--- config.mk ---
export PLATFORM = sky130hd
export DESIGN_NAME = traffic_light_ctrl
export DESIGN_NICKNAME = d
export VERILOG_FILES = /design/src/rtl/traffic_light_ctrl.sv
export SDC_FILE = /design/constraint.sdc
export NUM_CORES = 1
export LEC_CHECK = 0
export BUFFER_PORTS_ARGS = -buffer_cell sky130_fd_sc_hd__buf_4
export CAP_MARGIN = 20
export CORE_MARGIN = 2
export CORE_UTILIZATION = 50
export CTS_CLUSTER_DIAMETER = 200
export DETAILED_ROUTE_END_ITERATION = 10
export PLACE_DENSITY = 0.76
export SLEW_MARGIN = 10
export SYNTH_ARGS = -nofsm -noshare
export SYNTH_HDL_FRONTEND = slang
export SYNTH_SLANG_ARGS = --single-unit
--- constraint.sdc ---
create_clock -name CLK1K -period 3.3 [get_ports CLK1K]
set_clock_uncertainty 0.2 [all_clocks]
set_input_delay 0 -clock CLK1K [delete_from_list [all_inputs] [get_ports CLK1K]]
set_output_delay 0 -clock CLK1K [all_outputs]
set_load 0.02 [all_outputs]
--- src/rtl/traffic_light_ctrl.sv ---
// Two-road traffic light controller with pedestrian shortening
// and a flashing-yellow night mode, all timed from a 1 s tick.
module traffic_light_ctrl #(
  parameter int TICK_DIV  = 1000,
  parameter int T_GREEN_A = 25,
  parameter int T_GREEN_B = 25,
  parameter int T_YELLOW  = 5,
  parameter int T_ALLRED  = 2,
  parameter int T_PED_MIN = 5,
  parameter int CNT_W     = 6
) (
  input  logic             CLK1K,
  input  logic             RST,
  input  logic             ped_req_A,
  input  logic             ped_req_B,
  input  logic             night,
  output logic [2:0]       led_A,
  output logic [2:0]       led_B,
  output logic [CNT_W-1:0] remain,
  output logic [2:0]       phase,
  output logic             tick
);

  localparam logic [2:0] CLR_A = 3'd0;
  localparam logic [2:0] GRN_A = 3'd1;
  localparam logic [2:0] YEL_A = 3'd2;
  localparam logic [2:0] CLR_B = 3'd3;
  localparam logic [2:0] GRN_B = 3'd4;
  localparam logic [2:0] YEL_B = 3'd5;
  localparam logic [2:0] NIGHT = 3'd6;

  localparam logic [2:0] L_RED = 3'b100;
  localparam logic [2:0] L_YEL = 3'b010;
  localparam logic [2:0] L_GRN = 3'b001;
  localparam logic [2:0] L_OFF = 3'b000;

  localparam int PW = (TICK_DIV > 1) ? $clog2(TICK_DIV) : 1;
  localparam logic [PW-1:0] PRE_MAX = PW'(TICK_DIV - 1);

  localparam logic [CNT_W-1:0] C_GA  = CNT_W'(T_GREEN_A - 1);
  localparam logic [CNT_W-1:0] C_GB  = CNT_W'(T_GREEN_B - 1);
  localparam logic [CNT_W-1:0] C_Y   = CNT_W'(T_YELLOW - 1);
  localparam logic [CNT_W-1:0] C_AR  = CNT_W'(T_ALLRED - 1);
  localparam logic [CNT_W-1:0] C_PED = CNT_W'(T_PED_MIN - 1);
  localparam logic [CNT_W-1:0] R_RST = CNT_W'(T_ALLRED);

  logic [PW-1:0]    presc_q, presc_d;
  logic [2:0]       state_q, state_d;
  logic [CNT_W-1:0] cnt_q, cnt_d;
  logic             pend_a_q, pend_a_d;
  logic             pend_b_q, pend_b_d;
  logic             blink_q, blink_d;
  logic [2:0]       led_a_q, led_a_d;
  logic [2:0]       led_b_q, led_b_d;
  logic [CNT_W-1:0] remain_q, remain_d;
  logic [2:0]       phase_q, phase_d;
  logic             trunc_a, trunc_b;
  logic             is_green;

  assign tick = (presc_q == PRE_MAX);

  always_comb begin
    presc_d  = tick ? '0 : presc_q + PW'(1);
    state_d  = state_q;
    cnt_d    = cnt_q;
    blink_d  = blink_q;
    is_green = (state_q == GRN_A) || (state_q == GRN_B);
    trunc_a  = (state_q == GRN_A) && (pend_a_q || ped_req_A) &&
               (cnt_q > C_PED);
    trunc_b  = (state_q == GRN_B) && (pend_b_q || ped_req_B) &&
               (cnt_q > C_PED);

    if (state_q == NIGHT) begin
      if (tick) begin
        if (!night) begin
          state_d = CLR_A;
          cnt_d   = C_AR;
        end else begin
          blink_d = ~blink_q;
        end
      end
    end else if (trunc_a || trunc_b) begin
      cnt_d = C_PED;
    end else if (tick) begin
      if (cnt_q != '0) begin
        cnt_d = cnt_q - CNT_W'(1);
      // a green always runs out through its yellow before night mode
      end else if (night && !is_green) begin
        state_d = NIGHT;
        cnt_d   = '0;
        blink_d = 1'b1;
      end else begin
        case (state_q)
          CLR_A: begin state_d = GRN_A; cnt_d = C_GA; end
          GRN_A: begin state_d = YEL_A; cnt_d = C_Y;  end
          YEL_A: begin state_d = CLR_B; cnt_d = C_AR; end
          CLR_B: begin state_d = GRN_B; cnt_d = C_GB; end
          GRN_B: begin state_d = YEL_B; cnt_d = C_Y;  end
          default: begin state_d = CLR_A; cnt_d = C_AR; end
        endcase
      end
    end

    pend_a_d = (state_q == GRN_A) && (state_d == GRN_A) &&
               (pend_a_q || ped_req_A);
    pend_b_d = (state_q == GRN_B) && (state_d == GRN_B) &&
               (pend_b_q || ped_req_B);

    led_a_d = L_RED;
    led_b_d = L_RED;
    case (state_d)
      GRN_A: led_a_d = L_GRN;
      YEL_A: led_a_d = L_YEL;
      GRN_B: led_b_d = L_GRN;
      YEL_B: led_b_d = L_YEL;
      NIGHT: begin
        led_a_d = blink_d ? L_YEL : L_OFF;
        led_b_d = blink_d ? L_YEL : L_OFF;
      end
      default: ;
    endcase

    remain_d = (state_d == NIGHT) ? '0 : cnt_d + CNT_W'(1);
    phase_d  = state_d;
  end

  always_ff @(posedge CLK1K) begin
    if (RST) begin
      presc_q  <= '0;
      state_q  <= CLR_A;
      cnt_q    <= C_AR;
      pend_a_q <= 1'b0;
      pend_b_q <= 1'b0;
      blink_q  <= 1'b0;
      led_a_q  <= L_RED;
      led_b_q  <= L_RED;
      remain_q <= R_RST;
      phase_q  <= CLR_A;
    end else begin
      presc_q  <= presc_d;
      state_q  <= state_d;
      cnt_q    <= cnt_d;
      pend_a_q <= pend_a_d;
      pend_b_q <= pend_b_d;
      blink_q  <= blink_d;
      led_a_q  <= led_a_d;
      led_b_q  <= led_b_d;
      remain_q <= remain_d;
      phase_q  <= phase_d;
    end
  end

  assign led_A  = led_a_q;
  assign led_B  = led_b_q;
  assign remain = remain_q;
  assign phase  = phase_q;

endmodule

# Word level (Yosys, flattened, before mapping)
# Index checks and enable logic that the tools add are counted.
word_totals:
  register_bits: 34
op_classes:
  n_addsub: 3
  n_lt_le_gt_ge: 1
  n_eq_ne: 11
  mux: 27
  bitwise_logic: 1
  n_reduce_logical: 20
op_table:
  columns: ["op", "n"]
  rows:
  - ["$mux W6", 6]
  - ["$mux W3", 7]
  - ["$pmux W3 S3", 2]
  - ["$eq A3 B3 Y1 const B", 5]
  - ["$pmux W3 S5", 1]
  - ["$add A10 B1 Y10 const B", 1]
  - ["$eq A10 B10 Y1 const B", 1]
  - ["$pmux W5 S2", 1]
  - ["$eq A3 B2 Y1 const B", 3]
  - ["$logic_and A1 B1 Y1", 9]
  - ["$reduce_or A2 Y1", 4]
  - ["$mux W1", 7]
  - ["$add A6 B1 Y6 const B", 1]
  - ["$eq A3 B1 Y1 const B", 2]
  - ["$gt A6 B3 Y1 const B", 1]
  - ["$reduce_bool A6 Y1", 1]
  - ["$sub A6 B1 Y6 const B", 1]
  - ["$mux W5", 1]
  - ["$logic_or A1 B1 Y1", 4]
  - ["$mux W2", 2]
  - ["$logic_not A3 Y1", 1]
  - ["$logic_not A1 Y1", 1]
  - ["$not A1 Y1", 1]

# Longest topological paths before layout
logic_depth:
  ltp_word: 12
  depth_mapped: 11

# Least setup slack after synthesis
# OpenSTA, ideal clock, no wires.
synth_path:
  path_kind: "reg2reg"
  start: "register cnt_q[0]"
  end: "register remain_q[4] (netlist: remain[4])"
  t_arrival_ns: 2.228
  setup_slack_ns: 0.754
  stages_incl_launch_ff: 12
  n_path_buf: 0
  cell_sequence: "dfxtp_1 > inv_1 > ha_1 > or3b_4 > nor3_4 > o21ai_0 > a21oi_1 > a21oi_1 > ha_1 > nor4b_2 > xnor2_1 > nor2_1"
synth_between:
  elab_cells_between_ends: 19
synth_rtl:
  columns: ["element", "line_no", "text"]
  rows:
  - ["start, declared", "49", "logic [CNT_W-1:0] cnt_q, cnt_d;"]
  - ["start signal, assigned", "142", "cnt_q <= cnt_d;"]
  - ["$sub A6 B1 Y6 (tied with other cells)", "86", "cnt_d = cnt_q - CNT_W'(1);"]
  - ["$mux W6 (tied with other cells)", "85", "if (cnt_q != '0) begin"]
  - ["$mux W6 / $logic_or A1 B1 Y1 (equally long branches)", "84, 82", null]
  - ["$mux W6", "82", "end else if (trunc_a || trunc_b) begin"]
  - ["$mux W6 *", "73", "if (state_q == NIGHT) begin"]
  - ["named net cnt_d[0]", "49", null]
  - ["$add A6 B1 Y6 *", "123", "remain_d = (state_d == NIGHT) ? '0 : cnt_d + CNT_W'(1);"]
  - ["end signal, assigned", "148", "remain_q <= remain_d;"]
  - ["end, declared", "55", "logic [CNT_W-1:0] remain_q, remain_d;"]
# The timed path passes the listed nets; every way through them passes the cells marked *.
# A chain may end at the register's enable or synchronous reset.

# Final worst setup path
# Same ends and word-level chain as after synthesis.

==> results.ini <==
[detailed_routing]
wl_um = 3916
drc = 0
vias_per_cell = 5.720
route.vias.total = 1636
first_iter_violations = 95
drtAntennaViolNets = 0
drtPass1Iterations = 4
wire_per_inst_um = 13.69

[run]
cap_violations = 0

[critical_path]
cp-end-kind = flop
reg2reg_depth = 11
crit_buf_inv = 1
r2r_slack_ns = 0.47
path_class = reg -> reg
crit_fanout = 5
max_stage_delay_ns = 0.37
reg2reg_to = remain[4]$_SDFF_PP0_
timing.rr.start = cnt_q[0]$_SDFF_PP1_
crit_path_top_delay_cell = nor3b_1
cp_data_required_time_ns = 3.28
critPathArrivalTime_ns = 2.81
crit_chain = inv_1 -> ha_1 -> nor3b_1 -> nand2_1 -> o311ai_1 -> nand2_1 -> a21oi_1 -> ha_1 -> nor4b_2 -> xnor2_1 -> nor2_1
start_kind = flop
cp_top_family = simple AND/OR/NAND/NOR gates

[logic_synthesis]
syn-cell-area_sq_um = 1929
ys_ff_latch = 34
synth_ff_type = dfxtp_1
synth_top_cell_area_share_pct = 35.28
synth-edff-count = 0
ys_seq_area_share_pct = 35.28
yosys_warnings = 0
synth.avg_cell_area_sq_um = 8.974
synthCells = 215
synthArstFlopShare_pct = 0
yosys.area.top_type = dfxtp_1
ys_top_cells_by_area = dfxtp_1 35%, nor2_1 5.3%, a21oi_1 3.9%
synth.distinct_cells = 63
syn_nets = 224

[placement]
dp_slack_ns = 0.5016
dp_hpwl_um = 2784
gp_congestion = 0.9472
port_buffers = 20
placed_cells = 274

[floorplanning]
die_w_um = 66.12
io_pins = 21
dieArea_sq_um = 4372
start_util_pct = 52.31
die_h_um = 66.12
rows = 22
coreArea_sq_um = 3689

[worst_hold_path]
hold_start = presc_q[0]$_SDFF_PP0_
min_path_type = reg -> reg
hold_depth = 1
min_to = presc_q[0]$_SDFF_PP0_

[power_and_ir_drop]
power.leakage_nw = 0.8030
ir_drop_uv = 237.3
power.density_nw_per_um2 = 373.5

[global_route]
grt_max_degree = 27
grt_use_total_pct = 19.92
grt_pass1_wl_um = 6686
grt_antenna_before_repair = 0
grt_pass1_vias = 1481
overflow = 0

[finish]
final_cells = 286
finalNetCount = 246
fin_util_pct = 60.31
antenna_cells = 0
drive_above_1_share_pct = 21.85
layout_commonest_cell = dfxtp_1
areaGrowthSynthToFinish_pct = 15.30
final_cell_mix = 34 x dfxtp_1, 27 x nor2_1, 21 x buf_4

[timing]
tns_ns = 0
setup_viol = 0
post-route-period-util_pct = 85.70
rsz0062_at_grt = no
tightest_slew_ns = 0.5926
finalCriticalPeriod_ns = 2.828
slew_headroom_pct = 60.44
fin_hold_ws_ns = 0.2912
fin_ws_ns = 0.4718
drv_slew = 0
hold_viol_final = 0
timing.fmax_ghz = 0.3536

[status]
status = complete, no violations

[clock_tree]
post_cts_buffers = 0
cts_buffer_depth = 2
clkLatencyLatePin_ns = 0.28
clock-sinks = 34
cts_resized = 0
holdBufCountCts = 4
cts_buffers = 5
htreeDepth = 2
clockRootBuffer = clkbuf_8
tritoncts = yes
clk_transition_reported_paths_ns = 0.07

worst register-to-register path: stages, from the launching register on:
cell and delay, ns:
dfxtp_1 0.35, inv_1 0.11, ha_1 0.18, nor3b_1 0.37
nand2_1 0.14, o311ai_1 0.30, nand2_1 0.15, a21oi_1 0.28
ha_1 0.23, nor4b_2 0.23, xnor2_1 0.15, nor2_1 0.05
stage by stage:
step	total power, mW	cell area (sq um)
floorplan	0.4646	1929
global placement	0.4759	2074
detailed placement	0.4766	2074
CTS	0.8385	2225
global route	0.8661	2225
finish	0.8309	2225
where the power goes:
group | leakage (nW) | internal, mW | total, mW | switching, mW
registers | 0.275 | 0.416 | 0.421 | 0.00537
clock network | 0.0575 | 0.211 | 0.360 | 0.149
logic | 0.471 | 0.0218 | 0.0501 | 0.0282
total | 0.803 | 0.648 | 0.831 | 0.183
registers in the layout (all words and copies together) (netlist names):
name	count
remain	6
presc_q	10
phase	3
blink_q	1
cnt_q	6
pend_a_q	1
led_A	3
led_B	3
pend_b_q	1
metal layers:
metal,up-vias,wire (um),GRT usage [%]
met5,-,0,0
met2,43,1832,30.88
met4,0,36,8.163
met1,769,1848,26.46
li1,819,-,-
met3,5,198,4.770
cell usage after synthesis (2+ instances only):
| cell type | count |
|---|---|
| nor2b_1 | 3 |
| xor2_1 | 6 |
| xnor2_1 | 5 |
| nand4_1 | 4 |
| nand2b_1 | 3 |
| inv_1 | 7 |
| nor3_1 | 8 |
| a2111oi_4 | 2 |
| o21ai_0 | 10 |
| a21oi_1 | 15 |
| nor2_1 | 27 |
| o22ai_2 | 2 |
| buf_6 | 4 |
| nand2_1 | 16 |
| dfxtp_1 | 34 |
| ha_1 | 4 |
| nand3_1 | 8 |
| a31oi_1 | 2 |
| nor3b_1 | 2 |
| a21o_1 | 2 |
| a211oi_1 | 2 |
| and2_1 | 3 |
| clkbuf_1 | 4 |
| a21oi_2 | 3 |
worst max-delay path by stage:
stage	slack [ns]	cells past startpoint	from	end
finish	0.47	11	cnt_q[0]$_SDFF_PP1_	remain[4]$_SDFF_PP0_
global placement	0.61	11	cnt_q[0]$_SDFF_PP1_	remain[4]$_SDFF_PP0_
CTS	0.49	11	cnt_q[0]$_SDFF_PP1_	remain[4]$_SDFF_PP0_
detailed placement	0.50	11	cnt_q[0]$_SDFF_PP1_	remain[4]$_SDFF_PP0_
floorplan	0.75	11	cnt_q[0]$_SDFF_PP1_	remain[4]$_SDFF_PP0_
global route	0.17	11	cnt_q[1]$_SDFF_PP0_	remain[4]$_SDFF_PP0_
layout make-up:
class | count | area (sq um)
fill | 334 | 1464
multi-input combinational | 163 | 1141
sequential | 34 | 680.7
timing repair buffer | 25 | 197.7
clock buffer | 8 | 110.1
tap | 48 | 60.06
inverter | 8 | 35.03
cell families after synthesis:
group           count (synthesis)  synth area share [%]
flops                          34                 35.28
mux                             2                 1.102
fa+ha+maj                       4                 2.594
xor+xnor                       11                 4.993
buf+inv                        18                 5.577
simple gates                   91                 27.50
compound gates                 55                 22.96
(Power assumes the default switching activity.)
